`src/rtl/mem_burst_reader.sv`:
```
// Burst reader: fetches COUNT consecutive bytes from a one-cycle-latency byte memory
// and streams them out through a small FIFO with a registered valid/ready head.
//
// state | meaning
// IDLE  | waiting for start; zero-length bursts complete here
// RUN   | issuing reads while the buffer has a reserved slot
// DRAIN | all reads issued; waiting for the last byte to be popped
module mem_burst_reader #(
  parameter int ADDR_W     = 8,
  parameter int FIFO_DEPTH = 4
) (
  input  logic              clk,
  input  logic              rst,
  input  logic              start,
  input  logic [ADDR_W-1:0] base_addr,
  input  logic [ADDR_W-1:0] count,
  output logic              busy,
  output logic              done,
  output logic              mem_re,
  output logic [ADDR_W-1:0] mem_addr,
  input  logic [7:0]        mem_rdata,
  output logic [7:0]        out_data,
  output logic              out_valid,
  input  logic              out_ready
);

  localparam int PTR_W = $clog2(FIFO_DEPTH);
  localparam int OCC_W = $clog2(FIFO_DEPTH + 1);
  localparam logic [PTR_W-1:0] LAST_PTR = PTR_W'(FIFO_DEPTH - 1);
  localparam logic [OCC_W+1:0] DEPTH_L  = (OCC_W + 2)'(FIFO_DEPTH);

  typedef enum logic [1:0] {IDLE, RUN, DRAIN} state_t;

  state_t            state, state_n;
  logic [ADDR_W-1:0] addr, remaining, issue_addr;
  logic              rd_pending, issue, load, done_n, push, pop, room;
  logic [OCC_W-1:0]  occ, occ_n, occ_after_pop;
  logic [OCC_W+1:0]  reserved;
  logic [PTR_W-1:0]  rd_ptr, wr_ptr, rd_ptr_n, wr_ptr_n;
  logic [7:0]        buf_mem [FIFO_DEPTH];

  // A slot is reserved for the read on the bus (mem_re) and the one returning (rd_pending);
  // a pop in the same cycle frees a slot, which keeps full throughput at depth 3.
  always_comb begin
    push          = rd_pending;
    pop           = out_valid & out_ready;
    occ_after_pop = occ - OCC_W'(pop);
    occ_n         = occ_after_pop + OCC_W'(push);
    rd_ptr_n      = rd_ptr;
    if (pop) rd_ptr_n = (rd_ptr == LAST_PTR) ? '0 : rd_ptr + PTR_W'(1);
    wr_ptr_n      = wr_ptr;
    if (push) wr_ptr_n = (wr_ptr == LAST_PTR) ? '0 : wr_ptr + PTR_W'(1);
    reserved      = (OCC_W + 2)'(occ) + (OCC_W + 2)'(mem_re) + (OCC_W + 2)'(rd_pending);
    room          = (remaining != '0) && (reserved < DEPTH_L + (OCC_W + 2)'(pop));
  end

  always_comb begin
    state_n    = state;
    issue      = 1'b0;
    issue_addr = addr;
    load       = 1'b0;
    done_n     = 1'b0;
    case (state)
      IDLE: begin
        if (start) begin
          if (count != '0) begin
            issue      = 1'b1;
            issue_addr = base_addr;
            load       = 1'b1;
            state_n    = (count == ADDR_W'(1)) ? DRAIN : RUN;
          end else begin
            done_n = 1'b1;
          end
        end
      end
      RUN: begin
        if (room) begin
          issue = 1'b1;
          if (remaining == ADDR_W'(1)) state_n = DRAIN;
        end
      end
      DRAIN: begin
        if (!mem_re && !rd_pending && occ_n == '0) begin
          state_n = IDLE;
          done_n  = 1'b1;
        end
      end
      default: state_n = IDLE;
    endcase
  end

  always_ff @(posedge clk or posedge rst) begin
    if (rst) state <= IDLE;
    else     state <= state_n;
  end

  always_ff @(posedge clk or posedge rst) begin
    if (rst) begin
      busy       <= 1'b0;
      done       <= 1'b0;
      mem_re     <= 1'b0;
      mem_addr   <= '0;
      addr       <= '0;
      remaining  <= '0;
      rd_pending <= 1'b0;
      occ        <= '0;
      rd_ptr     <= '0;
      wr_ptr     <= '0;
      out_valid  <= 1'b0;
      out_data   <= '0;
    end else begin
      busy       <= (state_n != IDLE);
      done       <= done_n;
      mem_re     <= issue;
      rd_pending <= mem_re;
      if (issue) mem_addr <= issue_addr;
      if (load) begin
        addr      <= base_addr + ADDR_W'(1);
        remaining <= count - ADDR_W'(1);
      end else if (issue) begin
        addr      <= addr + ADDR_W'(1);
        remaining <= remaining - ADDR_W'(1);
      end
      occ       <= occ_n;
      rd_ptr    <= rd_ptr_n;
      wr_ptr    <= wr_ptr_n;
      out_valid <= (occ_n != '0);
      // Head register: bypass the returning byte when it becomes the new head.
      if (occ_n != '0) out_data <= (occ_after_pop == '0) ? mem_rdata : buf_mem[rd_ptr_n];
    end
  end

  always_ff @(posedge clk) begin
    if (push) buf_mem[wr_ptr] <= mem_rdata;
  end

endmodule

```
`config.mk`:
```
export PLATFORM = sky130hd
export DESIGN_NAME = mem_burst_reader
export DESIGN_NICKNAME = d
export VERILOG_FILES = /design/src/rtl/mem_burst_reader.sv
export SDC_FILE = /design/constraint.sdc
export NUM_CORES = 1
export LEC_CHECK = 0
export CORE_ASPECT_RATIO = 1.75
export CORE_MARGIN = 5
export CORE_UTILIZATION = 56
export DETAILED_ROUTE_END_ITERATION = 16
export GPL_TIMING_DRIVEN = 0
export PLACE_DENSITY = 0.8
export SLEW_MARGIN = 40
export SYNTH_ARGS = -nofsm -noshare
export SYNTH_HDL_FRONTEND = slang
export SYNTH_SLANG_ARGS = --single-unit
```
`constraint.sdc`:
```
create_clock -name clk -period 3.3 [get_ports clk]
set_clock_uncertainty 0.15 [all_clocks]
set_input_delay 0.825 -clock clk [delete_from_list [all_inputs] [get_ports clk]]
set_output_delay 0.825 -clock clk [all_outputs]
set_load 0.01 [all_outputs]
```
== After elaboration in Yosys (flattened, before gate mapping) ==
Memory sizes are Yosys's and may differ from the RTL's.
Index checks and enable logic that the tools add are counted.
Storage, ports and cells
  bits of input ports: 28
  latch bits: 0
  memory bits (writable): 32
  register bits after elaboration: 46
  memory bits (read-only): 0
  output and inout port bits: 20
  memories kept: 1
Cells by class
  shift-type cells: 0
  $lt $le $gt $ge: 1
  bitwise gates (word level): 1
  muxes and demuxes: 29
  multiply operators: 0
  add/subtract/negate cells: 11
  divide/modulo/power cells: 0
  equality and inequality tests: 6
  reductions and logical operators: 13
Memory list
  buf_mem: words 4, bits a word 8, read ports 1, clocked after memory_dff 0, wr ports 1, line 40  | logic [7:0] buf_mem [FIFO_DEPTH];
Operator list (count)
  $mux W8: 8
  $mux W2: 9
  $add A8 B1 Y8 const B: 2
  $eq A8 B1 Y1 const B: 2
  $reduce_bool A8 Y1: 2
  $sub A8 B1 Y8 const B: 2
  $mux W1: 9
  $eq A2 B2 Y1 const B: 3
  $logic_not A3 Y1: 2
  $pmux W2 S3: 1
  $add A4 B1 Y5: 1
  $lt A5 B4 Y1: 1
  $add A2 B1 Y2 const B: 2
  $add A3 B1 Y4: 1
  $add A3 B1 Y4 const A: 1
  $pmux W1 S2: 2
  $reduce_bool A2 Y1: 2
  $add A3 B1 Y3: 1
  $logic_and A1 B1 Y1: 3
  $reduce_bool A3 Y1: 1
  $sub A3 B1 Y3: 1
  $eq A2 B1 Y1 const B: 1
  $logic_not A1 Y1: 2
  $logic_not A2 Y1: 1
  $and A1 B1 Y1: 1

== Logic depth before layout (Yosys ltp) ==
  depth after elaboration: 8
  gate-level depth with buffers: 14
  gate-level depth less buffers: 11

== Worst setup path before layout ==
Ideal clock, no wire load.
  path kind: in2reg
  start point: in count[0]
  end point: reg addr[2]
  path slack: -229 ps
  arrival: 3297 ps
  required time: 3068 ps
  cell stages on the path: 11
  buffers on the path: 2
  path through: inv_1 > ha_1 > or3b_1 > clkbuf_1 > o21ai_1 > clkbuf_1 > a21o_1 > ha_1 > inv_1 > or4_1 > a31oi_1
Between the ends
  longest elaborated chain between the ends: 5
  elaborated cells on any way between the ends: 7
  classes of those cells: mux (5); reduce/logical (2)
RTL lines
  start, declared: line 16  | input logic [ADDR_W-1:0] count,
  $reduce_bool A8 Y1 (*): line 66  | if (count != '0) begin
  $mux W1 (*): line 66
  $mux W1 (*): line 65  | if (start) begin
  $pmux W1 S2 or $mux W1 (tied branches): line 63  | case (state)
  $reduce_bool A2 Y1 (no source line) or $mux W8 (tied branches)
  end signal, assigned: line 118  | addr <= base_addr + ADDR_W'(1);
  end signal, assigned: line 121  | addr <= addr + ADDR_W'(1);
  end, declared: line 35  | logic [ADDR_W-1:0] addr, remaining, issue_addr;
Every way passes the cells marked *; elsewhere a longest branch is shown, timed or not.
A chain may end at the register's enable or synchronous reset.

== Worst setup path after layout ==
  start point: in count[7]
  end point: reg addr[6]
Same word-level chain as after synthesis.

==> impl_metrics.csv <==
group,metric,value,unit
status,run_status,"finished clean",
floorplanning,die_width,74.9,um
pwr,power.share.clock,0.186,
clocking,clock-root-buffer,"sky130_fd_sc_hd__clkbuf_16",
logic_synthesis,synth_most_common_cell,"sky130_fd_sc_hd__dfrtp_1",
place,pre_cts_setup_slack,-925,ps
timing,achievable-frequency,310,MHz
cells_and_area,multi_input_logic_area,1990,um2
logic_synthesis,yosys.cell_types.count,58,
logic_synthesis,synth-adder-area-share,0.0503,
global_routing,grt_start_max_net_pins,38,
pwr,switchingPower,2.12,mW
pwr,p_int,3.20,mW
floorplanning,core.rowCount,41,
critical_path,worstPathMaxFanout,10,
cells_and_area,num-fill-cells,498,
clocking,clk_pin_slew_worst_paths,60,ps
logic_synthesis,synth.top_cells.by_area,"sky130_fd_sc_hd__dfrtp_1 28%, sky130_fd_sc_hd__edfxtp_1 23%, sky130_fd_sc_hd__ha_1 4.5%",
cells_and_area,syn_to_final_growth,28.2,%
pwr,switching_share,0.399,
logic_synthesis,synth-warning-count,0,
hold_path,hold_path.class,"register to register",
timing,finalCritPeriodShare,0.976,
logic_synthesis,synth.largest_area_cell,"sky130_fd_sc_hd__dfrtp_1",
logic_synthesis,ys_seq_elements,78,
floorplanning,start_util,0.574,
place,finalWeightedCongestion,0.907,
logic_synthesis,synth_largest_type_area_fraction,0.279,
route,drc,0,
flow_run,max_cap_violations,0,
cells_and_area,final_nets,492,
timing,final-setup-viol-count,0,
floorplanning,io_pins,48,
critical_path,cp.arrival,3270,ps
global_routing,grt.met3_usage,0.0570,
cells_and_area,n_antenna_cell,0,
route,vias_per_cell,6.38,
route,detailroute.via_count,3437,
pwr,power.total,5.32,mW
global_routing,wire_length_of_the_first_global_routing_pass,17700,um
timing,headroom_to_the_max_slew_limit,0.478,
cells_and_area,final-instance-count-excl-fill,539,
critical_path,cp_data_required_time,3340,ps
clocking,tritoncts,"built",
logic_synthesis,synth.net_count,424,
clocking,worst_skew_late_latency,330,ps
timing,grt_setup_unrepaired,"no",
clocking,cts_inserted_buffers,9,
logic_synthesis,synth_compound_area_frac,0.172,
clocking,clkSinkCount,78,
logic_synthesis,synth_edf_count,32,
route,antenna_left,0,
clocking,clockBufferDepth,2,
pwr,power.static_leakage,2.09,nW
critical_path,setup.worst_path.class,"input port to register",
logic_synthesis,post_synth_mux_area_share,0.0443,
cells_and_area,ff_latch_area,2110,um2
route,initial_drt_markers,199,
pwr,total_power_per_unit_cell_area,1010,nW/um2
logic_synthesis,synthCells,380,
floorplanning,full_die_area,9250,um2
timing,layout_setup_ws,79.4,ps
logic_synthesis,top_post_synthesis_cells_by_count,"46 x sky130_fd_sc_hd__dfrtp_1, 32 x sky130_fd_sc_hd__edfxtp_1, 22 x sky130_fd_sc_hd__or3_1",
place,dp.final_hpwl,7450,um
logic_synthesis,largest_family_of_logic_cells_by_synthesized_area,"compound AO/OA/AOI/OAI gates",
logic_synthesis,ys_seq_area_frac,0.512,
logic_synthesis,synth_top_flop_cell,"sky130_fd_sc_hd__dfrtp_1",
global_routing,gr-usage-met2,0.458,
logic_synthesis,fraction_of_the_mapped_netlist_area_in_simple_logic_gates,0.156,
floorplanning,die-height,124,um
logic_synthesis,post_synth_instance_area,4130,um2
pwr,seqPwrFrac,0.313,
timing,timing.final.hold_violations,0,
route,final_routed_wirelength_across_all_metal_layers,10700,um
global_routing,globalRoute.busiestLayer,"met2",
global_routing,global_route.overflow_total,0,
pwr,comb_power_share,0.501,
global_routing,globalRouteMet1Util,0.255,
route,detailedRoute.firstPassIterationCount,5,
timing,tightest_slew,783,ps
critical_path,end_kind,"register",
global_routing,first_global_vias,3759,
logic_synthesis,post_synth_xor_area_fraction,0.0270,
route,avgRoutedWirePerCell,19.8,um
critical_path,critPathLaunchType,"input port",
clocking,cts_htree_levels,3,
timing,finalMaxSlewViolations,0,
global_routing,grt_antenna_before_repair,0,
global_routing,grtUsageTotal,0.257,
place,place_inst,514,
timing,period_minus_slack,3220,ps
cells_and_area,layout-drive-gt1-share,0.141,
floorplanning,core_area,7180,um2
place,io_buffer_count,47,
logic_synthesis,syn_avg_cell_area,10.9,um2
logic_synthesis,asyncSetResetFlopFracSynth,0.590,
pwr,vdd.ir_drop.worst,0.000637,V
[layout by cell type, fill, tap and decap left out, types with 4 or more instances in the layout]
| cell type | n |
|---|---|
| sky130_fd_sc_hd__or3_1 | 22 |
| sky130_fd_sc_hd__a31oi_1 | 16 |
| sky130_fd_sc_hd__o211ai_1 | 7 |
| sky130_fd_sc_hd__clkbuf_8 | 5 |
| sky130_fd_sc_hd__and3_1 | 4 |
| sky130_fd_sc_hd__nor2_1 | 21 |
| sky130_fd_sc_hd__edfxtp_1 | 32 |
| sky130_fd_sc_hd__buf_2 | 5 |
| sky130_fd_sc_hd__clkbuf_16 | 9 |
| sky130_fd_sc_hd__nor3_1 | 7 |
| sky130_fd_sc_hd__inv_1 | 17 |
| sky130_fd_sc_hd__clkbuf_1 | 5 |
| sky130_fd_sc_hd__a21oi_1 | 8 |
| sky130_fd_sc_hd__nand3_1 | 6 |
| sky130_fd_sc_hd__a211oi_1 | 18 |
| sky130_fd_sc_hd__xnor2_1 | 6 |
| sky130_fd_sc_hd__o31ai_1 | 7 |
| sky130_fd_sc_hd__or4_1 | 13 |
| sky130_fd_sc_hd__buf_4 | 9 |
| sky130_fd_sc_hd__mux2i_1 | 16 |
| sky130_fd_sc_hd__nand2_1 | 13 |
| sky130_fd_sc_hd__and2_1 | 6 |
| sky130_fd_sc_hd__o21ai_0 | 15 |
| sky130_fd_sc_hd__nor4_1 | 4 |
| sky130_fd_sc_hd__ha_4 | 4 |
| sky130_fd_sc_hd__dfrtp_1 | 45 |
| sky130_fd_sc_hd__o21bai_1 | 8 |
| sky130_fd_sc_hd__ha_1 | 11 |
| sky130_fd_sc_hd__clkdlybuf4s50_1 | 42 |
[metal layers]
layer | routed length (um) | vias to the layer above | share of wire
li1 | - | 1594 | -
met1 | 3600 | 1673 | 0.34
met5 | 0 | - | 0
met4 | 473 | 0 | 0.044
met2 | 6110 | 131 | 0.57
met3 | 510 | 39 | 0.048
[power groups by stage]
stage                     Sequential, mW  Combinational (mW)  Clock, mW
after global placement              1.65                2.20          0
after global routing                1.71                2.93       1.04
after floorplan                     1.65                1.49          0
final                               1.67                2.67      0.987
after detailed placement            1.66                2.31          0
after CTS                           1.65                2.63       1.00
[critical path, cell delays in order]
cell,delay [ps]
sky130_fd_sc_hd__clkdlybuf4s50_1,430
sky130_fd_sc_hd__or4_4,570
sky130_fd_sc_hd__o21a_4,270
sky130_fd_sc_hd__and2_1,200
sky130_fd_sc_hd__a21o_1,190
sky130_fd_sc_hd__ha_4,180
sky130_fd_sc_hd__nand3_1,130
sky130_fd_sc_hd__nor2_1,80
sky130_fd_sc_hd__xnor2_1,250
sky130_fd_sc_hd__o211ai_1,140
[cell families after synthesis]
logic type / Yosys count
compound gates: 103
buf+inv: 41
flops: 78
simple gates: 113
xor+xnor: 11
fa+ha+maj: 16
mux: 18
[registers in the layout (all words and copies together) (netlist names)]
name / count
addr: 8
buf_mem: 32
busy: 1
done: 1
mem_addr: 8
mem_re: 1
occ: 3
out_data: 8
out_valid: 1
push: 1
rd_ptr: 2
remaining: 8
state: 2
wr_ptr: 2
[repair_timing]
action                                  CTS  global route
endpoints found under the setup margin   30            23
gates resized for setup                  28            12
cloned                                    2             0
pin swaps                                10             3
buffers inserted                          7             3
hold buffers                              0             0
hold endpoints to repair                  0             0
[stage by stage]
| step | hold slack (ps) | utilization | TNS, ps | area [um2] |
|---|---|---|---|---|
| 2_1_floorplan | 304 | - | 0 | 4160 |
| 3_3_place_gp | 323 | 0.660 | -13240 | 4740 |
| 3_5_place_dp | 309 | 0.664 | -13710 | 4770 |
| 4_1_cts | 327 | 0.731 | 0 | 5250 |
| 5_1_grt | 336 | 0.736 | 0 | 5290 |
| 6_report | 329 | 0.736 | 0 | 5290 |
[layout make-up]
class / count / area share
Clock inverter: 6 / 0.0116
Tap cell: 86 / 0.0203
Timing Repair inverter: 1 / 0.00142
Buffer: 17 / 0.0213
Timing Repair Buffer: 59 / 0.109
Sequential cell: 78 / 0.400
Inverter: 21 / 0.0159
Multi-Input combinational cell: 261 / 0.375
Clock buffer: 10 / 0.0452
[path summary, 6_finish.rpt]
kind	start	endpoint	slack, ps	cells past startpoint
min in group asynchronous	rst	out_data[1]$_DFFE_PP0P_	590	2
worst max register to register	push$_DFF_PP0_	mem_addr[0]$_DFFE_PP0P_	200	9
worst min-delay path	mem_re$_DFF_PP0_	push$_DFF_PP0_	330	0
worst min register to register	mem_re$_DFF_PP0_	push$_DFF_PP0_	330	0
max in group asynchronous	rst	push$_DFF_PP0_	1960	3
worst max-delay path	count[7]	addr[6]$_DFFE_PP0P_	80	10
(Power assumes the default switching activity.)
